$ cat config.mk
export PLATFORM = sky130hd
export DESIGN_NAME = cmd_dec
export DESIGN_NICKNAME = d
export VERILOG_FILES = /design/src/rtl/cmd_dec.sv
export SDC_FILE = /design/constraint.sdc
export NUM_CORES = 1
export LEC_CHECK = 0
export ABC_CLOCK_PERIOD_IN_PS = 2300
export BUFFER_PORTS_ARGS = -buffer_cell sky130_fd_sc_hd__buf_4
export CAP_MARGIN = 20
export CORE_UTILIZATION = 45
export CTS_CLUSTER_SIZE = 24
export DETAILED_ROUTE_END_ITERATION = 12
export MAX_ROUTING_LAYER = met4
export PLACE_DENSITY = 0.68
export SLEW_MARGIN = 20
export SYNTH_ARGS = -nofsm -noshare
export SYNTH_HDL_FRONTEND = slang
export SYNTH_SLANG_ARGS = --single-unit
$ cat constraint.sdc
create_clock -name i_clk -period 2.3 [get_ports i_clk]
set_input_delay 0.115 -clock i_clk [delete_from_list [all_inputs] [get_ports i_clk]]
set_output_delay 0.115 -clock i_clk [all_outputs]
set_load 0.005 [all_outputs]
$ cat src/rtl/cmd_dec.sv
// -----------------------------------------------------------------------------
// cmd_dec -- receive-side command decoder for the stimulator command link.
//
// Deserialises 16-bit command words (MSB first) from a strobed serial link and
// decodes them:
//   bias word      : {0, 7 reserved, BIAS_SEL, BIAS_AMP[6:0]}
//   amplitude word : {1, 2 reserved, ADDR[4:0], AMP[7:0]}
// Amplitude words land in a per-channel shadow bank. A TRG pulse copies the
// whole shadow bank into the active bank that drives the channel outputs.
//
// Optional feature macro: RESERVED_CHECK_EN
//   defined   -> words with any reserved bit set are rejected (CMD_ERR).
//   undefined -> reserved bits are ignored; CMD_LAST keeps the raw word.
//
// Parameter
//   CH_N         number of channels, 1..32 (the address field is 5 bits)
// Ports
//   i_clk        system clock, rising edge
//   i_rst        synchronous reset, active high
//   i_sframe     frame envelope, high for one 16-bit word
//   i_sstrobe    bit-valid strobe, one cycle per bit
//   i_sdata      serial data, sampled when i_sstrobe & i_sframe
//   i_trg        load pulse: active bank <= shadow bank
//   o_bias_sel   decoded bias select
//   o_bias_amp   decoded bias amplitude
//   o_amp_act    active amplitudes, channel k at [8k+7:8k]
//   o_cmd_last   last word accepted without error
//   o_cmd_valid  one-cycle pulse, word accepted
//   o_cmd_err    one-cycle pulse, word rejected
//   o_load_done  one-cycle pulse the cycle after a TRG
// -----------------------------------------------------------------------------
module cmd_dec #(
  parameter int CH_N = 32
) (
  input  logic              i_clk,
  input  logic              i_rst,
  input  logic              i_sframe,
  input  logic              i_sstrobe,
  input  logic              i_sdata,
  input  logic              i_trg,
  output logic              o_bias_sel,
  output logic [6:0]        o_bias_amp,
  output logic [8*CH_N-1:0] o_amp_act,
  output logic [15:0]       o_cmd_last,
  output logic              o_cmd_valid,
  output logic              o_cmd_err,
  output logic              o_load_done
);

  typedef enum logic [1:0] {
    S_IDLE,
    S_SHIFT,
    S_DECODE,
    S_ERR
  } state_t;

  state_t              r_state;
  logic [15:0]         r_shift;
  logic [4:0]          r_cnt;        // sampled bits, 0..16
  logic                r_sframe_q;   // previous SFRAME sample
  logic                r_edge_pend;  // frame start seen while in DECODE/ERR
  logic [7:0]          r_shadow [CH_N];
  logic [8*CH_N-1:0]   r_amp_act;
  logic                r_bias_sel;
  logic [6:0]          r_bias_amp;
  logic [15:0]         r_cmd_last;
  logic                r_cmd_valid;
  logic                r_cmd_err;
  logic                r_load_done;

  logic                w_rise;
  logic                w_is_amp;
  logic [4:0]          w_addr;
  logic                w_addr_ok;
  logic                w_rsv_bad;
  logic                w_accept;
  logic                w_shadow_wr;

  assign w_rise    = i_sframe & ~r_sframe_q;
  assign w_is_amp  = r_shift[15];
  assign w_addr    = r_shift[12:8];
  assign w_addr_ok = ({27'd0, w_addr} < CH_N);

  always_comb begin
    // NOTE: every signal written here gets a default first, so no path can
    // leave it unassigned and infer a latch.
    w_rsv_bad = 1'b0;
`ifdef RESERVED_CHECK_EN
    if (w_is_amp) w_rsv_bad = |r_shift[14:13];
    else          w_rsv_bad = |r_shift[14:8];
`endif
  end

  // Bias words are always in range; amplitude words need a live channel.
  assign w_accept    = ~w_rsv_bad & (~w_is_amp | w_addr_ok);
  assign w_shadow_wr = (r_state == S_DECODE) & w_accept & w_is_amp;

  // Frame FSM, decode registers and shadow bank.
  always_ff @(posedge i_clk) begin
    if (i_rst) begin
      r_state     <= S_IDLE;
      r_shift     <= '0;
      r_cnt       <= '0;
      // Reset as "high" so a frame already running at reset release is
      // ignored until SFRAME has been seen low.
      r_sframe_q  <= 1'b1;
      r_edge_pend <= 1'b0;
      r_bias_sel  <= 1'b0;
      r_bias_amp  <= '0;
      r_cmd_last  <= '0;
      r_cmd_valid <= 1'b0;
      r_cmd_err   <= 1'b0;
      // NOTE: the shadow bank is a register bank, not a RAM, and it must read
      // zero after reset so a TRG before any write loads zeros; it is
      // therefore reset element by element.
      for (int k = 0; k < CH_N; k++) r_shadow[k] <= '0;
    end else begin
      // NOTE: non-blocking assignments throughout, so every right-hand side
      // sees the pre-edge value regardless of statement order.
      r_sframe_q  <= i_sframe;
      r_cmd_valid <= 1'b0;
      r_cmd_err   <= 1'b0;

      for (int k = 0; k < CH_N; k++) begin
        if (w_shadow_wr && (w_addr == 5'(k))) r_shadow[k] <= r_shift[7:0];
      end

      case (r_state)
        S_IDLE: begin
          r_edge_pend <= 1'b0;
          if (i_sframe && (w_rise || r_edge_pend)) begin
            r_cnt   <= '0;
            r_state <= S_SHIFT;
          end
        end

        S_SHIFT: begin
          if (!i_sframe) begin
            r_state <= (r_cnt == 5'd16) ? S_DECODE : S_ERR;
          end else if (i_sstrobe) begin
            if (r_cnt == 5'd16) begin
              r_state <= S_ERR;          // 17th bit: overrun
            end else begin
              r_shift <= {r_shift[14:0], i_sdata};
              r_cnt   <= r_cnt + 5'd1;
            end
          end
        end

        S_DECODE: begin
          if (w_accept) begin
            r_cmd_last  <= r_shift;
            r_cmd_valid <= 1'b1;
            if (!w_is_amp) begin
              r_bias_sel <= r_shift[7];
              r_bias_amp <= r_shift[6:0];
            end
          end else begin
            r_cmd_err <= 1'b1;
          end
          // A new frame may start during this cycle; remember it for IDLE.
          r_edge_pend <= w_rise;
          r_state     <= S_IDLE;
        end

        S_ERR: begin
          r_cmd_err   <= 1'b1;
          r_shift     <= '0;
          r_edge_pend <= w_rise;
          r_state     <= S_IDLE;
        end

        default: r_state <= S_IDLE;
      endcase
    end
  end

  // Trigger path, independent of the FSM. A shadow write in the same cycle
  // is not visible here yet, so the active bank gets the pre-write value.
  always_ff @(posedge i_clk) begin
    if (i_rst) begin
      r_amp_act   <= '0;
      r_load_done <= 1'b0;
    end else begin
      r_load_done <= i_trg;
      if (i_trg) begin
        for (int k = 0; k < CH_N; k++) r_amp_act[8*k +: 8] <= r_shadow[k];
      end
    end
  end

  assign o_bias_sel  = r_bias_sel;
  assign o_bias_amp  = r_bias_amp;
  assign o_amp_act   = r_amp_act;
  assign o_cmd_last  = r_cmd_last;
  assign o_cmd_valid = r_cmd_valid;
  assign o_cmd_err   = r_cmd_err;
  assign o_load_done = r_load_done;

endmodule

Yosys cells after proc, flatten, opt, wreduce, memory -nomap -nowiden:

Memory sizes are Yosys's and may differ from the RTL's. A register that Yosys moved wholly into a read port is not among the register bits.
Cells that the tools add are included.

* flip-flop bits (word level): 52
* bits in latches: 0
* bits in writable memories: 256
* memory bits (read-only): 0
* output and inout port bits: 283
* word-level logic and storage cells: 282
* memories kept: 1

Memory list
* r_shadow: depth 32, width 8, read ports 32, clocked after Yosys merged registers in 32, write ports 32, RTL line 62 `logic [7:0] r_shadow [CH_N];`

* $add $sub $neg: 1
* multipliers: 0
* divide/modulo/power cells: 0
* magnitude comparators: 0
* eq/ne operators: 41
* shift-type cells: 0
* multiplexer cells: 148
* bitwise operators: 36
* reduce and logical (&&, ||, !) cells: 44

Operators by type and width (number)
* 2-to-1 mux 8 bit: 32
* 2-to-1 mux 1 bit: 101
* == test 5 bit, second input constant: 17
* 2-to-1 mux 16 bit: 3
* == test 5 x 4 -> 1 bit, second input constant: 8
* logical AND 1 bit: 33
* bitwise OR 1 bit: 32
* case mux 16 bit (2 select lines): 1
* == test 5 x 3 -> 1 bit, second input constant: 4
* 2-to-1 mux 5 bit: 4
* == test 5 x 2 -> 1 bit, second input constant: 2
* case mux 5 bit (2 select lines): 1
* 2-to-1 mux 2 bit: 4
* != test 2 bit, second input constant: 4
* != test 3 bit, second input constant: 2
* case mux 2 bit (3 select lines): 1
* nonzero test 2 bit: 3
* adder 5 x 1 -> 5 bit, second input constant: 1
* == test 5 x 1 -> 1 bit, second input constant: 1
* zero test 5 bit: 1
* AND reduction 5 bit: 1
* == test 2 bit, second input constant: 2
* AND reduction 4 bit: 1
* AND reduction 3 bit: 1
* 8 further kinds: 10

Logic depth before layout (Yosys ltp):

Gate-level depths: netlist of the first run.

* depth in word-level cells: 7
* gate-level depth with buffers: 8
* mapped depth without buffers: 6

Least setup slack after synthesis of the first run:

OpenSTA, ideal clock, no wires.

* path type: register -> register
* start: register r_state[1]
* end: memory r_shadow[4][0] (netlist: r_shadow[0][32]) (enable)
* library setup time: 0.387 ns
* data arrival time: 1.856 ns
* required time: 1.913 ns
* setup slack: 0.057 ns
* cell stages (with the launch flop): 6
* path through: dfxtp_1 buf_6 nand2_2 or4_1 buf_2 o31ai_1

RTL lines
* start: declaration: RTL line 57 `state_t r_state;`
* start signal: assignment: RTL line 139 `r_state <= (r_cnt == 5'd16) ? S_DECODE : S_ERR;`
* end: declaration: RTL line 62

==> flow_metrics.env, run 1 <==
export IMPL_fin_crit_ns=2.16
export IMPL_yosysUniqueCellTypes=41
export IMPL_synthFlopType="dfxtp_1"
export IMPL_switching_share=0.221
export IMPL_synth_most_common_cell="nor2_1"
export IMPL_rr_endpoint="r_shadow[0][112]"
export IMPL_gr_total_overflow=0
export IMPL_synth_largest_area_cell="edfxtp_1"
export IMPL_postLayoutCellArea_mm2=0.0248
export IMPL_place_inst=2426
export IMPL_hold_viol=0
export IMPL_clk_latency_ns=0.61
export IMPL_crit_path_end_kind="register"
export IMPL_final_period_utilization=0.939
export IMPL_netlist_area_mm2=0.0199
export IMPL_core_mm2=0.0433
export IMPL_p_per_area_mw_per_mm2=858
export IMPL_p_sw_uw=4700
export IMPL_synth_seq_cells=564
export IMPL_skew_ns=0.0281
export IMPL_p_clk_frac=0.419
export IMPL_start_util=0.459
export IMPL_die_w_um=212
export IMPL_final_antenna_net_count=0
export IMPL_synth_fp_nets=1594
export IMPL_combPwrFrac=0.058
export IMPL_slowest_stage="or4b_2"
export IMPL_relSlewSlack=0.384
export IMPL_hp_class="input port to register"
export IMPL_rows=76
export IMPL_setup_viol=0
export IMPL_yosys_top_cells_count="417 x nor2_1, 308 x dfxtp_1, 272 x mux2i_1"
export IMPL_htreeDepth=2
export IMPL_yosysWarnings=0
export IMPL_wirelength_um=53800
export IMPL_grt_pass1_wl_um=78600
export IMPL_crit_type="register to register"
export IMPL_drtIter0Drc=1016
export IMPL_cp_arrival_ns=2.48
export IMPL_antenna_found_initial=1
export IMPL_tightest_slew_ns=0.920
export IMPL_io_pins=289
export IMPL_ys_seq_area_frac=0.697
export IMPL_vias=13000
export IMPL_crit_required_ns=2.62
export IMPL_cts_root_buffer="clkbuf_16"
export IMPL_synthTopCellsByArea="edfxtp_1 39%, dfxtp_1 31%, mux2i_1 14%"
export IMPL_async_flop_share=0
export IMPL_synthCells=1586
export IMPL_dp_hpwl_um=36600
export IMPL_p_int_uw=16600
export IMPL_ir_drop_v=0.000543
export IMPL_gp_congestion=0.887
export IMPL_dpl_cell_area_mm2=0.0229
export IMPL_grt_setup_unrepaired="false"
export IMPL_drive_gt1_frac=0.242
export IMPL_timing_rr_start="r_state[0]"
export IMPL_drc=0
export IMPL_clk_pin_slew_ns=0.06
export IMPL_min_from="i_sdata"
export IMPL_fin_nets=1913
export IMPL_crit_fanout=17
export IMPL_avgSynthCellArea_um2=12.5
export IMPL_final_instance_count_excl_fill=2539
export IMPL_cts_tree="done"
export IMPL_area_growth_syn_to_layout_pct=24.9
export IMPL_p_leak_uw=0.0102
export IMPL_synth_edf_count=256
export IMPL_grt_pass1_vias=12500
export IMPL_viasPerCell=5.11
export IMPL_power_frac_seq=0.524
export IMPL_synth_top_area_share=0.387
export IMPL_start_kind="register"
export IMPL_post_cts_resized=0
export IMPL_whs_path_depth=4
export IMPL_crit_start="r_state[0]"
export IMPL_worst_r2r_path_depth=4
export IMPL_crit_chain="nand2b_2 > or4b_2 > o21ai_0 > buf_4"
export IMPL_grt_max_degree=75
export IMPL_drv_slew=0
export IMPL_die_area_mm2=0.0450
export IMPL_dieHeight_um=212
export IMPL_clock_fmax_ghz=0.463
export IMPL_cts_buffers=56
export IMPL_cts_sinks=564
export IMPL_fin_tns_setup_ns=0
export IMPL_clockBufferDepth=3
export IMPL_wl_per_cell_um=21.2
export IMPL_grt_use_total=0.245
export IMPL_io_buffers=288
export IMPL_whs_endpoint="r_shift[0]"
export IMPL_first_pass_iters=5
export IMPL_critPathMaxStageDelay_ns=0.85
export IMPL_status="complete, no violations"
export IMPL_reg2reg_slack_ns=0.14
export IMPL_maxCapViolations=0
state kept, by name (all words and copies together) (netlist names):
| name | cells |
|---|---|
| o_amp_act | 256 |
| r_shadow | 256 |
| o_cmd_last | 16 |
| r_shift | 16 |
| o_bias_amp | 7 |
| r_cnt | 5 |
| r_state | 2 |
| o_bias_sel | 1 |
| o_cmd_err | 1 |
| o_cmd_valid | 1 |
| o_load_done | 1 |
| r_edge_pend | 1 |
| r_sframe_q | 1 |
worst max path at each step:
| stage | endpoint | slack [ns] | cells past startpoint |
|---|---|---|---|
| finish | r_shadow[0][112] | 0.14 | 4 |
| global route | r_shadow[0][115] | 0.09 | 4 |
| CTS | r_shadow[0][112] | 0.15 | 4 |
| detailed placement | r_shadow[0][112] | 0.16 | 4 |
| global placement | r_shadow[0][114] | 0.20 | 4 |
| floorplan | r_shadow[0][32] | 0.06 | 5 |
metrics by stage:
stage	util	setup slack, ns	hold WS, ns	total power (µW)
after global routing	0.573	0.0908	0.340	22000
after global placement	0.530	0.204	0.361	12600
after CTS	0.573	0.152	0.278	21500
final	0.573	0.141	0.311	21300
after floorplan	-	0.0572	0.253	11900
after detailed placement	0.530	0.163	0.364	12600
cells by family after synthesis:
logic type / count (synthesis) / share of synthesized area
AO/OA/AOI/OAI: 68 / 0.0195
adder cells (fa/ha/maj): 2 / 0.00126
buffers and inverters: 113 / 0.0276
flip-flops: 564 / 0.697
multiplexers: 272 / 0.137
AND/OR/NAND/NOR: 567 / 0.117
critical path, delay by kind of cell (launching register included):
kind / cells / cell delay (ns)
AOI/OAI and AO/OA: 1 / 0.29
buffers and inverters: 1 / 0.21
DFF: 1 / 0.31
and+or+nand+nor: 2 / 1.05
routing by layer:
| layer | up-vias | GRT usage | wire length, µm |
|---|---|---|---|
| met2 | 515 | 0.373 | 25000 |
| met3 | 106 | 0.0505 | 4030 |
| li1 | 6064 | - | - |
| met5 | - | - | 0 |
| met4 | 0 | 0.104 | 2050 |
| met1 | 6286 | 0.317 | 22800 |
layout make-up:
class                      count  area, µm²
tap                          585        732
timing repair buffer         368       2870
fill                        3540      18500
antenna                        1       2.50
multi-input combinational    909       5510
clock inverter                29        204
clock buffer                  77       1610
sequential                   564      13900
inverter                       6       22.5
placed cells by master, fill, tap and decap left out, types with 2 or more instances in the layout:
cell / synthesis / routed
bufinv_16: 0 / 2
clkbuf_16: 0 / 59
inv_1: 5 / 5
or4_1: 2 / 2
buf_8: 0 / 2
nand3_1: 8 / 8
nor3_1: 5 / 5
ha_1: 2 / 2
nor2_1: 417 / 417
buf_4: 1 / 354
nor2b_4: 1 / 3
nor2b_1: 12 / 4
nor2b_2: 0 / 6
clkinv_1: 1 / 14
clkbuf_1: 59 / 11
nand4_1: 3 / 3
buf_12: 1 / 6
or3_1: 2 / 2
edfxtp_1: 256 / 256
nand2_1: 96 / 96
dfxtp_1: 308 / 308
a21oi_1: 26 / 26
nor2_4: 10 / 10
o31ai_1: 8 / 5
nand2b_1: 2 / 2
clkinv_2: 0 / 9
clkbuf_8: 0 / 6
dlygate4sd3_1: 0 / 6
a31oi_1: 3 / 3
o32ai_1: 2 / 2
mux2i_1: 272 / 272
o31ai_2: 1 / 4
clkinvlp_4: 0 / 3
o21ai_0: 25 / 25
power by group through the flow:
stage	registers, µW	clock network [µW]	logic, µW
floorplan	11300	0	611
global placement	11400	0	1210
detailed placement	11400	0	1230
CTS	11200	9060	1240
global route	11200	9480	1330
finish	11200	8910	1230
what timing repair did:
action | CTS | global route
buffers inserted | 0 | 0
hold endpoints to repair | 60 | 0
hold buffers | 6 | 0
Note: power is estimated with default switching activity, not from simulation.
==> run 2: changes to the inputs <==
Settings changed: RECOVER_POWER set to 50.
==> flow_metrics.env, run 2 (synthesized netlist as in run 1, its figures left out) <==
export IMPL_status="complete, no violations"
export IMPL_drc=0
export IMPL_viasPerCell=5.10
export IMPL_hold_viol=0
export IMPL_start_util=0.459
export IMPL_slowest_stage="clkbuf_1"
export IMPL_grt_pass1_wl_um=78600
export IMPL_post_cts_resized=0
export IMPL_crit_type="register to register"
export IMPL_rr_endpoint="r_shadow[1][82]"
export IMPL_critPathMaxStageDelay_ns=0.88
export IMPL_hp_class="input port to register"
export IMPL_vias=12900
export IMPL_setup_ws_ns=0.117
export IMPL_grt_max_degree=75
export IMPL_fin_tns_setup_ns=0
export IMPL_grt_use_total=0.245
export IMPL_drive_gt1_frac=0.198
export IMPL_start_kind="register"
export IMPL_fin_hold_ws_ns=0.312
export IMPL_drtIter0Drc=956
export IMPL_wirelength_um=53800
export IMPL_tightest_slew_ns=1.32
export IMPL_dp_slack_ns=0.163
export IMPL_maxCapViolations=0
export IMPL_crit_required_ns=2.54
export IMPL_gr_total_overflow=0
export IMPL_timing_rr_start="r_shift[2]"
export IMPL_io_buffers=288
export IMPL_clk_pin_slew_ns=0.06
export IMPL_cts_root_buffer="clkbuf_16"
export IMPL_first_pass_iters=5
export IMPL_final_antenna_net_count=0
export IMPL_p_leak_uw=0.00974
export IMPL_dpl_cell_area_mm2=0.0229
export IMPL_setup_viol=0
export IMPL_relSlewSlack=0.123
export IMPL_clk_latency_ns=0.61
export IMPL_dieHeight_um=212
export IMPL_cts_tree="done"
export IMPL_crit_fanout=14
export IMPL_p_per_area_mw_per_mm2=869
export IMPL_die_area_mm2=0.0450
export IMPL_drv_slew=0
export IMPL_ir_drop_v=0.000547
export IMPL_whs_endpoint="r_shift[0]"
export IMPL_postLayoutCellArea_mm2=0.0244
export IMPL_crit_path_end_kind="register"
export IMPL_core_mm2=0.0433
export IMPL_n_antenna_cell=0
export IMPL_skew_ns=0.0303
export IMPL_min_from="i_sdata"
export IMPL_cp_arrival_ns=2.42
export IMPL_gp_congestion=0.887
export IMPL_clock_fmax_ghz=0.458
export IMPL_grt_setup_unrepaired="false"
export IMPL_io_pins=289
export IMPL_fin_crit_ns=2.18
export IMPL_fin_nets=1913
export IMPL_htreeDepth=2
export IMPL_final_util=0.565
export IMPL_rows=76
export IMPL_final_cell_mix="417 x nor2_1, 308 x dfxtp_1, 272 x mux2i_1"
export IMPL_die_w_um=212
export IMPL_dp_hpwl_um=36600
export IMPL_cts_buffers=56
export IMPL_clockBufferDepth=3
export IMPL_crit_chain="nor2b_2 > clkbuf_1"
export IMPL_worst_r2r_path_depth=2
export IMPL_wl_per_cell_um=21.2
export IMPL_grt_pass1_vias=12500
export IMPL_area_growth_syn_to_layout_pct=23.0
export IMPL_final_period_utilization=0.949
export IMPL_cts_sinks=564
export IMPL_reg2reg_slack_ns=0.12
export IMPL_whs_path_depth=4
export IMPL_antenna_found_initial=1
export IMPL_final_common_cell="nor2_1"
-- run 2: changes by cell type in the layout (fill, tap and decap cells not counted), sizes merged --
cell | before | now
diode | 1 | 0
clkbuf | 77 | 365
buf | 362 | 74
-- run 2: worst max path at each step --
stage / startpoint / endpoint / depth (start not counted)
global placement: r_state[0] / r_shadow[0][114] / 4
floorplan: r_state[1] / r_shadow[0][32] / 5
finish: r_shift[2] / r_shadow[1][82] / 2
detailed placement: r_state[0] / r_shadow[0][112] / 4
global route: i_trg / o_amp_act[157] / 5
CTS: r_state[0] / r_shadow[0][112] / 4
-- run 2: report_power, final --
group          switching [µW]  internal, µW
clock network            3820          5110
logic                     639           516
registers                 253         10900
-- run 2: timing repair --
action,in CTS,in global routing
endpoints found under the hold margin,60,0
setup buffers,0,0
hold buffers,6,0
endpoints found under the setup margin,0,0
-- run 2: final cells by class --
| class | count | area, µm² |
|---|---|---|
| Fill cell | 3637 | 18800 |
| Clock inverter | 29 | 204 |
| Tap cell | 585 | 732 |
| Sequential cell | 564 | 13900 |
| Inverter | 6 | 22.5 |
| Timing Repair Buffer | 368 | 2520 |
| Multi-Input combinational cell | 909 | 5500 |
| Clock buffer | 77 | 1610 |
-- run 2: stage by stage --
| step | total power (µW) | instances |
|---|---|---|
| floorplan | 11900 | 1586 |
| global placement | 12600 | 2426 |
| detailed placement | 12600 | 2426 |
| CTS | 21500 | 2538 |
| global route | 21900 | 2538 |
| finish | 21200 | 2538 |
-- run 2: per-layer routing --
metal | track usage | up-vias | part of all wire
li1 | - | 6064 | -
met1 | 0.317 | 6268 | 0.42
met2 | 0.373 | 495 | 0.46
met3 | 0.0505 | 109 | 0.075
met4 | 0.104 | 0 | 0.038
met5 | - | - | 0
-- run 2: worst max-delay path: cells and delay by family (launching register included) --
kind / cells / cell delay, ns
buffers and inverters: 1 / 0.88
DFF: 1 / 0.66
and+or+nand+nor: 1 / 0.23
==> run 3: changes to the inputs <==
--- a/config.mk
+++ b/config.mk
@@ -10,7 +10,8 @@
 export CAP_MARGIN = 20
-export CORE_UTILIZATION = 45
+export CORE_UTILIZATION = 51
 export CTS_CLUSTER_SIZE = 24
 export DETAILED_ROUTE_END_ITERATION = 12
+export GPL_TIMING_DRIVEN = 0
 export MAX_ROUTING_LAYER = met4
-export PLACE_DENSITY = 0.68
+export PLACE_DENSITY = 0.75
 export RECOVER_POWER = 50
==> constraint.sdc (replaced) <==
create_clock -name i_clk -period 2.3 [get_ports i_clk]
set_input_delay 0.345 -clock i_clk [delete_from_list [all_inputs] [get_ports i_clk]]
set_output_delay 0.345 -clock i_clk [all_outputs]
set_load 0.005 [all_outputs]
==> flow_metrics.env, run 3 (synthesized netlist as in run 1, its figures left out) <==
export IMPL_grt_pass1_vias=12900
export IMPL_relSlewSlack=0.193
export IMPL_wirelength_um=55500
export IMPL_maxCapViolations=0
export IMPL_antenna_found_initial=2
export IMPL_die_w_um=199
export IMPL_htreeDepth=2
export IMPL_dp_hpwl_um=39100
export IMPL_cts_buffers=56
export IMPL_drive_gt1_frac=0.191
export IMPL_core_mm2=0.0380
export IMPL_grt_max_degree=16
export IMPL_cts_root_buffer="clkbuf_16"
export IMPL_fin_nets=1951
export IMPL_io_pins=289
export IMPL_rr_endpoint="r_shadow[0][87]"
export IMPL_clk_pin_slew_ns=0.06
export IMPL_crit_start="r_state[0]"
export IMPL_grt_use_total=0.285
export IMPL_crit_path_end="r_shadow[0][87]"
export IMPL_die_area_mm2=0.0397
export IMPL_dp_slack_ns=-0.362
export IMPL_violations="setup timing"
export IMPL_status="finished, violations left"
export IMPL_crit_required_ns=2.52
export IMPL_io_buffers=285
export IMPL_reg2reg_slack_ns=-0.16
export IMPL_gp_congestion=0.888
export IMPL_clockBufferDepth=3
export IMPL_final_util=0.643
export IMPL_start_kind="register"
export IMPL_final_common_cell="nor2_1"
export IMPL_hp_class="input port to register"
export IMPL_drc=0
export IMPL_crit_path_end_kind="register"
export IMPL_viasPerCell=5.38
export IMPL_wl_per_cell_um=22.2
export IMPL_ir_drop_v=0.000522
export IMPL_drv_slew=0
export IMPL_cts_sinks=564
export IMPL_start_util=0.522
export IMPL_p_per_area_mw_per_mm2=877
export IMPL_final_instance_count_excl_fill=2500
export IMPL_rows=71
export IMPL_hold_viol=0
export IMPL_drtIter0Drc=1032
export IMPL_final_cell_mix="414 x nor2_1, 307 x dfxtp_1, 272 x mux2i_1"
export IMPL_place_inst=2393
export IMPL_grt_pass1_wl_um=79800
export IMPL_setup_ws_ns=-0.159
export IMPL_final_antenna_net_count=0
export IMPL_tightest_slew_ns=1.21
export IMPL_setup_viol=24
export IMPL_skew_ns=0.0153
export IMPL_crit_type="register to register"
export IMPL_fin_crit_ns=2.46
export IMPL_fin_tns_setup_ns=-3.23
export IMPL_clock_fmax_ghz=0.407
export IMPL_p_leak_uw=0.00969
export IMPL_final_period_utilization=1.07
export IMPL_worst_r2r_path_depth=4
export IMPL_vias=13500
export IMPL_dieHeight_um=199
export IMPL_clk_latency_ns=0.60
export IMPL_total_power_uw=21500
export IMPL_cts_tree="done"
export IMPL_cp_arrival_ns=2.68
export IMPL_area_growth_syn_to_layout_pct=23.2
export IMPL_timing_rr_start="r_state[0]"
export IMPL_grt_setup_unrepaired="true"
export IMPL_crit_fanout=10
export IMPL_gr_total_overflow=0
export IMPL_n_antenna_cell=0
export IMPL_first_pass_iters=5
[run 3: routing by layer]
metal  track usage  wire length (µm)
met5             -                 0
met4        0.0956              1540
met3        0.0783              5820
met1         0.353             21400
met2         0.453             26800
[run 3: how the worst min path moves through the flow]
stage / cells past startpoint / endpoint / slack, ns / start
after CTS: 3 / r_state[1] / 0.007 / i_sstrobe
after global placement: 2 / o_cmd_last[1] / 0.45 / o_cmd_last[1]
after floorplan: 2 / o_cmd_last[13] / 0.44 / r_shift[13]
after detailed placement: 2 / o_cmd_last[5] / 0.46 / o_cmd_last[5]
after global routing: 3 / r_state[1] / 0.03 / i_sstrobe
final: 3 / r_state[1] / 0.03 / i_sstrobe
[run 3: report_power, final]
group	total [µW]	internal, µW	leakage (µW)	switching [µW]
clock	9150	5320	0.000915	3840
combinational	1170	496	0.00372	672
sequential	11100	10900	0.00505	244
[run 3: worst max-delay path, cell delays in order (launching register included)]
cell and delay, ns:
dfxtp_1 0.32, buf_4 0.17, nor3_1 0.20, nand4_1 0.54, o21ai_1 0.85
[run 3: what timing repair did]
| action | 4_1_cts | 5_1_grt |
|---|---|---|
| hold buffers | 1 | 0 |
| gates resized for setup | 17 | 17 |
| buffers inserted | 0 | 2 |
| endpoints found under the setup margin | 156 | 113 |
| hold endpoints to repair | 1 | 0 |
| pin swaps | 0 | 1 |
[run 3: area by class of cell]
type                       count  area, µm²
multi-input combinational    909       5660
timing repair buffer         299       1940
clock buffer                  69       1500
inverter                       6       22.5
buffer                       107        508
fill                        2993      13600
sequential                   564      13900
clock inverter                35        335
tap                          511        639
[run 3: through the flow]
stage / cell area, µm² / hold slack (ns)
finish: 24500 / 0.0327
global route: 24500 / 0.0284
CTS: 24700 / 0.00728
detailed placement: 22800 / 0.456
global placement: 22600 / 0.452
floorplan: 19900 / 0.444
